File: src/rtl/clock_pkg.sv
// ----------------------------------------------------------------------------
// clock_pkg
// Shared definitions for the clock counter stages: the default moduli of the
// hour (24) and minute/second (60) stages, the default reset value, and the
// per-cycle command decode used by every counter stage.
// ----------------------------------------------------------------------------
package clock_pkg;

    localparam int MOD_HOURS           = 24;
    localparam int MOD_MINUTES         = 60;
    localparam int RESET_VALUE_DEFAULT = 0;

    // Effective command for one cycle, after priority resolution.
    typedef enum logic [2:0] {
        CMD_HOLD,
        CMD_UP,
        CMD_DOWN,
        CMD_CLEAR,        // explicit clear, or up and down requested together
        CMD_LOAD,
        CMD_LOAD_REJECT   // load value outside 0..MODULUS-1
    } cmd_e;

    // Clear beats load, load beats the up/down pair.
    function automatic cmd_e decode_cmd(
        input logic clr,
        input logic load,
        input logic load_ok,
        input logic up,
        input logic down
    );
        if (clr)
            return CMD_CLEAR;
        if (load)
            return load_ok ? CMD_LOAD : CMD_LOAD_REJECT;
        if (up && down)
            return CMD_CLEAR;
        if (up)
            return CMD_UP;
        if (down)
            return CMD_DOWN;
        return CMD_HOLD;
    endfunction

endpackage

File: src/rtl/mod_add.sv
// ----------------------------------------------------------------------------
// mod_add
// Combinational modular adder: sum = (a + b) mod MODULUS, for operands that
// are both already in 0..MODULUS-1. The addition is carried at WIDTH+1 bits
// so a carry out of the WIDTH-bit range is never lost before the wrap.
//
// Ports:
//   a    in  WIDTH  first operand  (0..MODULUS-1)
//   b    in  WIDTH  second operand (0..MODULUS-1)
//   sum  out WIDTH  (a + b) mod MODULUS
// ----------------------------------------------------------------------------
module mod_add
    import clock_pkg::*;
#(
    parameter int MODULUS = MOD_HOURS,
    parameter int WIDTH   = 5
) (
    input  logic [WIDTH-1:0] a,
    input  logic [WIDTH-1:0] b,
    output logic [WIDTH-1:0] sum
);

    localparam logic [WIDTH:0] MOD_EXT = (WIDTH+1)'(MODULUS);

    logic [WIDTH:0] raw_sum;
    logic [WIDTH:0] wrapped;

    // Both operands are below MODULUS, so one conditional subtraction is
    // enough to bring the sum back into range.
    always_comb begin
        raw_sum = {1'b0, a} + {1'b0, b};
        wrapped = (raw_sum >= MOD_EXT) ? (raw_sum - MOD_EXT) : raw_sum;
        sum     = wrapped[WIDTH-1:0];
    end

endmodule

File: src/rtl/clock_modulo_counter.sv
// ----------------------------------------------------------------------------
// clock_modulo_counter
// One cascadable stage of a clock: an up/down counter over 0..MODULUS-1 with
// clear, range-checked load, wrap indications for the neighbouring stage, and
// a display output that can be shifted by an offset (summer-time style)
// without touching the stored count.
//
// Ports:
//   i_clk          in   1      clock, all state changes on the rising edge
//   i_rstn         in   1      asynchronous active-low reset
//   i_up           in   1      step up by one
//   i_down         in   1      step down by one (with i_up: clear)
//   i_clr          in   1      synchronous clear to RESET_VALUE
//   i_load         in   1      synchronous load of i_load_value
//   i_load_value   in   WIDTH  value to load, accepted only if < MODULUS
//   i_offset_en    in   1      apply i_offset to o_display
//   i_offset       in   WIDTH  display offset, valid 0..MODULUS-1
//   o_count        out  WIDTH  registered count
//   o_display      out  WIDTH  count shifted by the offset, mod MODULUS
//   o_carryup      out  1      this cycle's up step wraps MODULUS-1 -> 0
//   o_borrowdown   out  1      this cycle's down step wraps 0 -> MODULUS-1
//   o_load_err     out  1      one-cycle pulse after a rejected load
//   o_offset_err   out  1      offset enabled but out of range
// ----------------------------------------------------------------------------
module clock_modulo_counter
    import clock_pkg::*;
#(
    parameter int MODULUS     = MOD_HOURS,
    parameter int WIDTH       = 5,
    parameter int RESET_VALUE = RESET_VALUE_DEFAULT
) (
    input  logic             i_clk,
    input  logic             i_rstn,
    input  logic             i_up,
    input  logic             i_down,
    input  logic             i_clr,
    input  logic             i_load,
    input  logic [WIDTH-1:0] i_load_value,
    input  logic             i_offset_en,
    input  logic [WIDTH-1:0] i_offset,
    output logic [WIDTH-1:0] o_count,
    output logic [WIDTH-1:0] o_display,
    output logic             o_carryup,
    output logic             o_borrowdown,
    output logic             o_load_err,
    output logic             o_offset_err
);

    localparam logic [WIDTH:0]   MOD_EXT   = (WIDTH+1)'(MODULUS);
    localparam logic [WIDTH-1:0] COUNT_MAX = WIDTH'(MODULUS - 1);
    localparam logic [WIDTH-1:0] COUNT_RST = WIDTH'(RESET_VALUE);

    logic [WIDTH-1:0] count_q;
    logic [WIDTH-1:0] count_d;
    logic             load_err_q;
    logic             load_ok;
    logic             offset_ok;
    logic [WIDTH-1:0] offset_eff;
    cmd_e             cmd;

    // Range checks are done one bit wider so MODULUS == 2**WIDTH still works.
    assign load_ok   = ({1'b0, i_load_value} < MOD_EXT);
    assign offset_ok = ({1'b0, i_offset} < MOD_EXT);

    assign cmd = decode_cmd(i_clr, i_load, load_ok, i_up, i_down);

    always_comb begin
        // NOTE: assigning a default before the case means every path drives
        // count_d, so no latch is inferred for the unlisted commands.
        count_d = count_q;
        case (cmd)
            CMD_UP:    count_d = (count_q == COUNT_MAX) ? '0 : count_q + 1'b1;
            CMD_DOWN:  count_d = (count_q == '0) ? COUNT_MAX : count_q - 1'b1;
            CMD_CLEAR: count_d = COUNT_RST;
            CMD_LOAD:  count_d = i_load_value;
            default:   count_d = count_q;   // hold, rejected load
        endcase
    end

    // NOTE: state is updated with non-blocking assignments so every register
    // samples its inputs from before the edge; both registers take the async
    // reset, so a load in flight when reset hits leaves no error pulse behind.
    always_ff @(posedge i_clk or negedge i_rstn) begin
        if (!i_rstn) begin
            count_q    <= COUNT_RST;
            load_err_q <= 1'b0;
        end else begin
            count_q    <= count_d;
            load_err_q <= (cmd == CMD_LOAD_REJECT);
        end
    end

    assign o_count    = count_q;
    assign o_load_err = load_err_q;

    // Wrap flags follow the resolved command, so clear/load/up+down never
    // produce a spurious cascade step.
    assign o_carryup    = (cmd == CMD_UP)   && (count_q == COUNT_MAX);
    assign o_borrowdown = (cmd == CMD_DOWN) && (count_q == '0);

    // An out-of-range offset is flagged and ignored: adding zero shows the
    // plain count.
    assign o_offset_err = i_offset_en && !offset_ok;
    assign offset_eff   = (i_offset_en && offset_ok) ? i_offset : '0;

    mod_add #(
        .MODULUS (MODULUS),
        .WIDTH   (WIDTH)
    ) u_display_add (
        .a   (count_q),
        .b   (offset_eff),
        .sum (o_display)
    );

endmodule

File: config.mk
export PLATFORM = sky130hd
export DESIGN_NAME = clock_modulo_counter
export DESIGN_NICKNAME = d
export VERILOG_FILES = /design/src/rtl/clock_pkg.sv /design/src/rtl/mod_add.sv /design/src/rtl/clock_modulo_counter.sv
export SDC_FILE = /design/constraint.sdc
export NUM_CORES = 1
export LEC_CHECK = 0
export BUFFER_PORTS_ARGS = -buffer_cell sky130_fd_sc_hd__buf_4
export CORE_AREA = 2 2 61 63
export DETAILED_ROUTE_END_ITERATION = 7
export DIE_AREA = 0 0 63 65
export HOLD_SLACK_MARGIN = 0.06
export PLACE_DENSITY_LB_ADDON = 0.05
export SYNTH_ARGS = -nofsm -noshare
export SYNTH_HDL_FRONTEND = slang
export SYNTH_HIERARCHICAL = 1
export SYNTH_SLANG_ARGS = --single-unit
File: constraint.sdc
create_clock -name i_clk -period 3.6 [get_ports i_clk]
set_input_delay 0.36 -clock i_clk [delete_from_list [all_inputs] [get_ports i_clk]]
set_output_delay 0.36 -clock i_clk [all_outputs]
set_load 0.03 [all_outputs]
==> impl_metrics.csv, run 1 <==
group,metric,value,unit
timing,rsz0062_at_grt,"no",
die,die_h,65,um
global_routing,overflow,0,
timing,fin_crit,2.74,ns
setup_path,slowest_delay,0.49,ns
setup_path,r2r_end,"o_count[3]",
timing,relSlewSlack,0.740,
global_routing,grt_pass1_wl,4.04,mm
route,wl_per_cell,13.2,um
clock_tree,cts_resized,0,
timing,fmax,364,MHz
logic_synthesis,ys.flop_type,"dfrtp_1",
min_path,hold_end,"o_count[0]",
clock_tree,htree_num_levels,1,
die,initial_core_util,0.240,
min_path,hold_path_depth,2,
timing,tightest_slew,0.390,ns
clock_tree,cts-root-buf,"clkbuf_4",
timing,skew,0.00333,ns
logic_synthesis,synthCells,105,
setup_path,crit_buf_inv,1,
cells_and_area,drive_above_1_share,0.274,
route,dr_total_vias,856,
power,power.density,274,nW/um2
route,dr.pass1.iters,4,
timing,setup_viol,0,
route,drtIter0Drc,36,
clock_tree,numCtsBuffers,3,
global_routing,grt_max_degree,12,
clock_tree,cts.path.max_buffers,2,
cells_and_area,antenna_cells,0,
clock_tree,cts_tree,"done",
job,cap_violations,0,
timing,drv_slew,0,
power,combPwrFrac,0.523,
clock_tree,hold_buffers,1,
setup_path,crit_type,"reg -> out",
power,p_int,0.000180,W
clock_tree,clock_sinks,6,
setup_path,r2r_cells,6,
power,pwr-share-clk,0.196,
setup_path,worstPathArrival,2.38,ns
power,swShare,0.419,
power,finalPower,0.000310,W
cells_and_area,final_core_util,0.324,
logic_synthesis,netlist_area,840,um2
clock_tree,worstSkewPairLatency,0.24,ns
setup_path,cp_top_family,"adder cells",
timing,hold_violations,0,
power,seqPwrFrac,0.281,
logic_synthesis,ys_seq_area_frac,0.179,
placed_design,port_buffers,30,
setup_path,reg2reg_from,"o_count[1]",
logic_synthesis,ys_ff_latch,6,
min_path,hold_path_startpoint,"i_load_value[0]",
power,power_leakage,0.568,nW
logic_synthesis,async_reset_ff_frac,1.00,
global_routing,grt_usage,0.123,
die,die_width,63,um
timing,finalSetupTns,0,ns
die,ioPinCount,31,
setup_path,cp-end-kind,"output pin",
setup_path,critPathLaunchType,"register",
logic_synthesis,syn_area_per_cell,8.00,um2
die,core,3500,um2
cells_and_area,layout.nets,162,
route,drc_errors,0,
setup_path,crit_chain,"ha_1, fa_1, nand2_1, mux2_2, a31oi_1, o22ai_1, buf_4",
logic_synthesis,synth_edf_count,0,
setup_path,cp_max_fo,8,
logic_synthesis,synth_cell_types,44,
setup_path,rrSetupSlack,1.97,ns
placed_design,place_hpwl,1.92,mm
setup_path,slowest_stage,"fa_1",
cells_and_area,area_delta_synth_final,34.7,%
power,ir_drop,0.0700,mV
route,finalWirelength,2.41,mm
power,p_switching,0.000130,W
logic_synthesis,syn_nets,130,
setup_path,required,3.24,ns
min_path,hold_path.class,"in -> reg",
clock_tree,cts.clk_slew.worst_paths,0.05,ns
status,status,"completed",
global_routing,antenna_found_initial,0,
placed_design,gp_congestion,0.741,
die,dieArea,4100,um2
route,vias_per_cell,4.68,
logic_synthesis,ys.warnings.count,6,
timing,finalCritPeriodShare,0.762,
timing,hold_ws,0.338,ns
route,postRouteAntennaNets,0,
die,num_rows,22,
global_routing,grt_pass1_vias,891,
clock_tree,cts_setup_buffers,0,
==> Yosys cell counts (2+ instances only) <==
cell	n	area, um2
a21o_1	2	15.0
and2b_1	2	15.0
o21ai_0	3	15.0
and3_1	4	25.0
dfrtp_1	6	150
inv_1	3	11.3
a211o_1	2	17.5
ha_1	7	87.6
nor2_1	5	18.8
o211ai_1	2	15.0
a31oi_1	3	18.8
mux2i_1	4	40.0
a21oi_1	8	40.0
nand2_1	13	48.8
xnor2_1	3	26.3
nand3_1	4	20.0
nand2b_1	5	31.3
buf_2	2	10.0
xor2_1	2	17.5
==> logic make-up (layout without fill, tap and decap cells) <==
logic type               after synthesis  after routing  share of synthesized area
adder cells (fa/ha/maj)                8              8                      0.128
AND/OR/NAND/NOR                       46             46                      0.306
flip-flops                             6              6                      0.179
AO/OA/AOI/OAI                         28             28                      0.230
multiplexers                           5              5                     0.0611
XOR/XNOR                               5              5                     0.0522
buffers and inverters                  7             37                     0.0447
==> worst max-delay path by stage <==
stage / cells past startpoint / to / start / slack (ns)
global route: 7 / o_display[3] / o_count[0] / 0.74
CTS: 7 / o_display[3] / o_count[0] / 0.83
floorplan: 6 / o_display[4] / o_count[0] / 1.05
finish: 7 / o_display[3] / o_count[0] / 0.86
global placement: 10 / o_display[3] / i_offset[3] / 1.00
detailed placement: 10 / o_display[3] / i_offset[3] / 0.97
==> placed cells by master (no fill, tap or decap), drive strengths merged, types with 2 or more instances in the layout <==
cell type and count:
nand2b 5, o211ai 2, clkbuf 3, mux2i 4, nor2 5, and3 4
o21ai 3, and2b 2, nand3 4, a21oi 9, a31oi 3, inv 3
xnor2 3, a211o 2, dfrtp 6, ha 7, a21o 3, xor2 2
buf 30, nand2 13
==> sequential cells by signal (all words and copies together), names as in the netlist <==
name        flops
o_load_err      1
o_count         5
==> per-stage QoR <==
step / setup WS (ns) / instances / instance area [um2]
6_report: 0.856 / 183 / 1130
3_5_place_dp: 0.969 / 179 / 1100
3_3_place_gp: 1.00 / 179 / 1100
4_1_cts: 0.833 / 183 / 1130
2_1_floorplan: 1.05 / 105 / 840
5_1_grt: 0.739 / 183 / 1130
==> routing by layer <==
metal | part of all wire | vias to the layer above | global-route usage | wire length [um]
li1 | - | 450 | - | -
met1 | 0.49 | 395 | 0.164 | 1180
met2 | 0.50 | 11 | 0.217 | 1200
met3 | 0.016 | 0 | 0.00521 | 39
met4 | 0 | 0 | 0.0333 | 0
met5 | 0 | - | 0 | 0
==> cell type report <==
type,count,area (um2)
clock buffers,3,22.5
fillers,396,2360
inverters,3,11.3
multi-input cells,92,652
flip-flops and latches,6,150
well taps,48,60.1
repair buffers,31,235
==> power by group through the flow <==
| stage | Sequential [W] | Combinational, W | Clock [W] |
|---|---|---|---|
| 6_report | 0.0000871 | 0.000162 | 0.0000609 |
| 4_1_cts | 0.0000877 | 0.000163 | 0.0000647 |
| 3_3_place_gp | 0.0000886 | 0.000161 | 0 |
| 2_1_floorplan | 0.0000933 | 0.000101 | 0 |
| 3_5_place_dp | 0.0000883 | 0.000162 | 0 |
| 5_1_grt | 0.0000886 | 0.000176 | 0.0000711 |
==> worst register-to-register path, delay by kind of cell, from the launching register on <==
family,cells,cell delay (ns)
compound gates,1,0.12
fa+ha+maj,1,0.16
buf+inv,1,0.13
flops,1,0.50
simple gates,3,0.57
No activity file was read; power rests on OpenSTA's default activity.
==> inputs of run 2 (changes only) <==
clock period = 2.3 ns   (was 3.6 ns; I/O delays follow)
==> impl_metrics.csv, run 2 (synthesized netlist as in run 1, its figures left out) <==
group,metric,value,unit
status,status,"completed",
timing,drv_slew,0,
die,die_width,63,um
route,dr_total_vias,908,
clock_tree,cts.clk_slew.worst_paths,0.04,ns
route,vias_per_cell,4.68,
die,die_h,65,um
timing,finalSetupTns,0,ns
die,core,3500,um2
global_routing,overflow,0,
timing,hold_ws,0.223,ns
job,cap_violations,0,
min_path,hold_path_depth,2,
cells_and_area,largest_register_ffs,5,
die,num_rows,22,
timing,fmax,450,MHz
clock_tree,clock_sinks,6,
cells_and_area,area_delta_synth_final,51.7,%
cells_and_area,layout.nets,173,
cells_and_area,layout.filler_cells,386,
route,postRouteAntennaNets,0,
cells_and_area,antenna_cells,0,
route,dr.pass1.iters,4,
setup_path,crit_type,"reg -> out",
route,wl_per_cell,12.0,um
power,ir_drop,0.129,mV
route,finalWirelength,2.33,mm
timing,timing.final.ws_setup,0.0782,ns
placed_design,place_hpwl,1.95,mm
setup_path,critPathLaunchType,"register",
clock_tree,numCtsBuffers,3,
timing,rsz0062_at_grt,"yes",
placed_design,port_buffers,30,
setup_path,r2r_cells,7,
setup_path,cp-end-kind,"output pin",
global_routing,grt_max_degree,12,
timing,hold_violations,0,
cells_and_area,drive_above_1_share,0.390,
clock_tree,cts-root-buf,"clkbuf_4",
power,finalPower,0.000516,W
timing,setup_viol,0,
global_routing,grt_pass1_vias,872,
clock_tree,worstSkewPairLatency,0.24,ns
timing,skew,0.000754,ns
placed_design,gp_congestion,0.721,
setup_path,r2r_end,"o_count[0]",
die,ioPinCount,31,
timing,tightest_slew,0.426,ns
global_routing,grt_usage,0.120,
min_path,hold_path_startpoint,"i_load_value[0]",
min_path,hold_path.class,"in -> reg",
clock_tree,cts.path.max_buffers,2,
setup_path,reg2reg_from,"o_count[1]",
route,drc_errors,0,
placed_design,place_ws,0.0205,ns
die,initial_core_util,0.240,
route,drtIter0Drc,57,
power,power.density,405,nW/um2
clock_tree,htree_num_levels,1,
min_path,hold_end,"o_count[0]",
power,power_leakage,0.637,nW
cells_and_area,final_cell_mix,"buf_4 (39), nand2_1 (13), a21oi_1 (7)",
global_routing,grt_pass1_wl,3.83,mm
setup_path,cp_max_fo,5,
cells_and_area,final_common_cell,"buf_4",
clock_tree,cts_tree,"done",
die,dieArea,4100,um2
setup_path,rrSetupSlack,0.65,ns
global_routing,antenna_found_initial,0,
timing,relSlewSlack,0.716,
timing,finalCritPeriodShare,0.966,
setup_path,required,2.07,ns
timing,fin_crit,2.22,ns
setup_path,worstPathArrival,1.99,ns
## run 2: routing by layer
metal | share of wire | GRT usage
met1 | 0.43 | 0.134
met2 | 0.52 | 0.227
met3 | 0.024 | 0.00694
met4 | 0.022 | 0.0611
met5 | 0 | 0
## run 2: final cells by class
type / instances / area, um2 / share of cell area
clock buffers: 3 / 22.5 / 0.0177
multi-input cells: 92 / 704 / 0.553
inverters: 3 / 11.3 / 0.00884
well taps: 48 / 60.1 / 0.0472
flip-flops and latches: 6 / 150 / 0.118
repair buffers: 42 / 325 / 0.255
## run 2: how the worst max path moves through the flow
stage	slack (ns)	endpoint	depth (start not counted)	startpoint
final	0.08	o_display[4]	8	o_count[0]
after global routing	-0.02	o_display[4]	8	o_count[0]
after CTS	0.003	o_display[4]	6	o_count[2]
after detailed placement	0.02	o_display[3]	10	i_offset[3]
after global placement	0.04	o_display[3]	10	i_offset[3]
after floorplan	0.03	o_display[3]	6	o_count[0]
## run 2: timing repair
action | CTS | global route
endpoints found under the setup margin | 2 | 2
resized for setup | 4 | 8
gates cloned | 0 | 0
pin swaps | 0 | 4
buffers inserted | 0 | 1
hold endpoints to repair | 6 | 0
hold buffers | 1 | 0
## run 2: power by group
group | total (W) | switching, W | leakage (nW) | internal, W
clock | 0.0000950 | 0.0000361 | 0.0138 | 0.0000589
sequential | 0.000121 | 0.00000644 | 0.0802 | 0.000114
combinational | 0.000301 | 0.000166 | 0.543 | 0.000135
## run 2: stage by stage
| step | util | cells | cell area, um2 |
|---|---|---|---|
| final | 0.364 | 194 | 1270 |
| after global routing | 0.364 | 194 | 1270 |
| after CTS | 0.355 | 193 | 1240 |
| after detailed placement | 0.340 | 189 | 1190 |
| after global placement | 0.340 | 189 | 1190 |
| after floorplan | - | 105 | 853 |
## run 2: worst max-delay path, cell delays in order, from the launching register on
cell	delay, ns
dfrtp_1	0.39
ha_2	0.19
fa_2	0.35
buf_6	0.13
nand2b_1	0.13
nand3_1	0.08
o211ai_1	0.10
a32oi_2	0.22
buf_6	0.16
==> inputs of run 3 (changes only) <==
CORE_AREA = 2 2 47 49   (was 2 2 61 63)
DIE_AREA = 0 0 49 51   (was 0 0 63 65)
==> impl_metrics.csv, run 3 (synthesized netlist as in run 1, its figures left out) <==
group,metric,value,unit
timing,timing.final.ws_setup,0.0224,ns
placed_design,place_ws,-0.00262,ns
die,initial_core_util,0.407,
timing,drv_slew,0,
clock_tree,cts.path.max_buffers,2,
route,postRouteAntennaNets,0,
setup_path,slowest_stage,"dfrtp_2",
setup_path,path_common_cell,"buf_6",
timing,setup_viol,0,
cells_and_area,layout.filler_cells,202,
power,power_leakage,0.618,nW
clock_tree,cts-root-buf,"clkbuf_4",
global_routing,grt_pass1_vias,868,
placed_design,gp_congestion,0.829,
clock_tree,htree_num_levels,1,
timing,fin_crit,2.28,ns
global_routing,grt_max_degree,12,
die,die_h,51,um
die,num_rows,17,
setup_path,slowest_delay,0.43,ns
die,dieArea,2500,um2
setup_path,crit_chain,"ha_4, fa_2, buf_6, nand2b_4, nand3_2, o211ai_1, a32oi_2, buf_6",
setup_path,crit_buf_inv,2,
global_routing,overflow,0,
route,wl_per_cell,13.3,um
route,vias_per_cell,5.42,
setup_path,cp_max_fo,3,
placed_design,place_hpwl,1.73,mm
timing,hold_violations,0,
clock_tree,numCtsBuffers,3,
global_routing,grt_pass1_wl,3.72,mm
min_path,hold_path.class,"in -> reg",
cells_and_area,layout.cells.non_filler,170,
setup_path,worstPathArrival,2.05,ns
timing,finalCritPeriodShare,0.990,
job,cap_violations,0,
status,status,"completed",
cells_and_area,final_core_util,0.612,
setup_path,critPathLaunchType,"register",
power,finalPower,0.000527,W
setup_path,required,2.07,ns
cells_and_area,final_common_cell,"buf_4",
timing,finalSetupTns,0,ns
cells_and_area,antenna_cells,0,
cells_and_area,final_cell_mix,"buf_4 (34), nand2_1 (12), a21oi_1 (7)",
setup_path,cp_top_family,"adder cells",
clock_tree,clock_sinks,6,
die,ioPinCount,31,
route,drtIter0Drc,11,
cells_and_area,drive_above_1_share,0.415,
global_routing,antenna_found_initial,0,
timing,tightest_slew,0.378,ns
setup_path,cp-end-kind,"output pin",
cells_and_area,layout.nets,169,
power,ir_drop,0.549,mV
placed_design,placedCellCount,165,
cells_and_area,largest_register_ffs,5,
placed_design,port_buffers,30,
setup_path,crit_type,"reg -> out",
route,drc_errors,0,
global_routing,grt_usage,0.191,
route,finalWirelength,2.26,mm
power,power.density,417,nW/um2
timing,rsz0062_at_grt,"yes",
clock_tree,cts_tree,"done",
die,core,2060,um2
clock_tree,worstSkewPairLatency,0.24,ns
timing,skew,0.00141,ns
cells_and_area,area_delta_synth_final,50.5,%
timing,fmax,439,MHz
route,dr_total_vias,922,
route,dr.pass1.iters,4,
clock_tree,cts.clk_slew.worst_paths,0.04,ns
timing,relSlewSlack,0.746,
die,die_width,49,um
-- run 3: path summary, 6_finish.rpt --
| check | from | to | slack [ns] | cells after the start |
|---|---|---|---|---|
| max reg2reg | o_count[0] | o_count[0] | 0.62 | 7 |
| min | i_load_value[0] | o_count[0] | 0.21 | 2 |
| max | o_count[0] | o_display[4] | 0.02 | 8 |
| max in group asynchronous | i_rstn | o_count[1] | 1.85 | 2 |
| min reg2reg | o_count[4] | o_count[4] | 0.79 | 3 |
| min in group asynchronous | i_rstn | o_count[4] | 0.33 | 2 |
-- run 3: repair_timing --
| action | in CTS | in global routing |
|---|---|---|
| resized for setup | 6 | 15 |
| hold buffers | 1 | 0 |
| pin swaps | 2 | 7 |
| setup buffers | 0 | 1 |
| setup endpoints to repair | 2 | 2 |
| cloned | 0 | 0 |
| hold endpoints to repair | 6 | 0 |
-- run 3: power breakdown --
part           internal, W  switching (W)  leakage (nW)   total, W
Combinational     0.000139       0.000165         0.527   0.000304
Clock            0.0000588      0.0000348        0.0138  0.0000936
Sequential        0.000115      0.0000143        0.0773   0.000129
-- run 3: metrics by stage --
| step | area (um2) | hold WS, ns |
|---|---|---|
| after floorplan | 853 | -0.0656 |
| after global placement | 1130 | 0.0354 |
| after detailed placement | 1130 | 0.0377 |
| after CTS | 1180 | 0.211 |
| after global routing | 1260 | 0.206 |
| final | 1260 | 0.214 |
-- run 3: cell type report --
class / instances / area [um2] / area share
timing repair buffer: 38 / 299 / 0.237
tap: 28 / 35.0 / 0.0277
multi-input combinational: 92 / 743 / 0.588
sequential: 6 / 153 / 0.121
inverter: 3 / 11.3 / 0.00891
clock buffer: 3 / 22.5 / 0.0178
-- run 3: metal layers --
metal,global-route usage,wire (um),vias to the layer above
met5,0,0,-
met4,0.0476,24,0
met3,0.0380,79,2
met2,0.358,1250,21
met1,0.223,901,437
li1,-,-,462
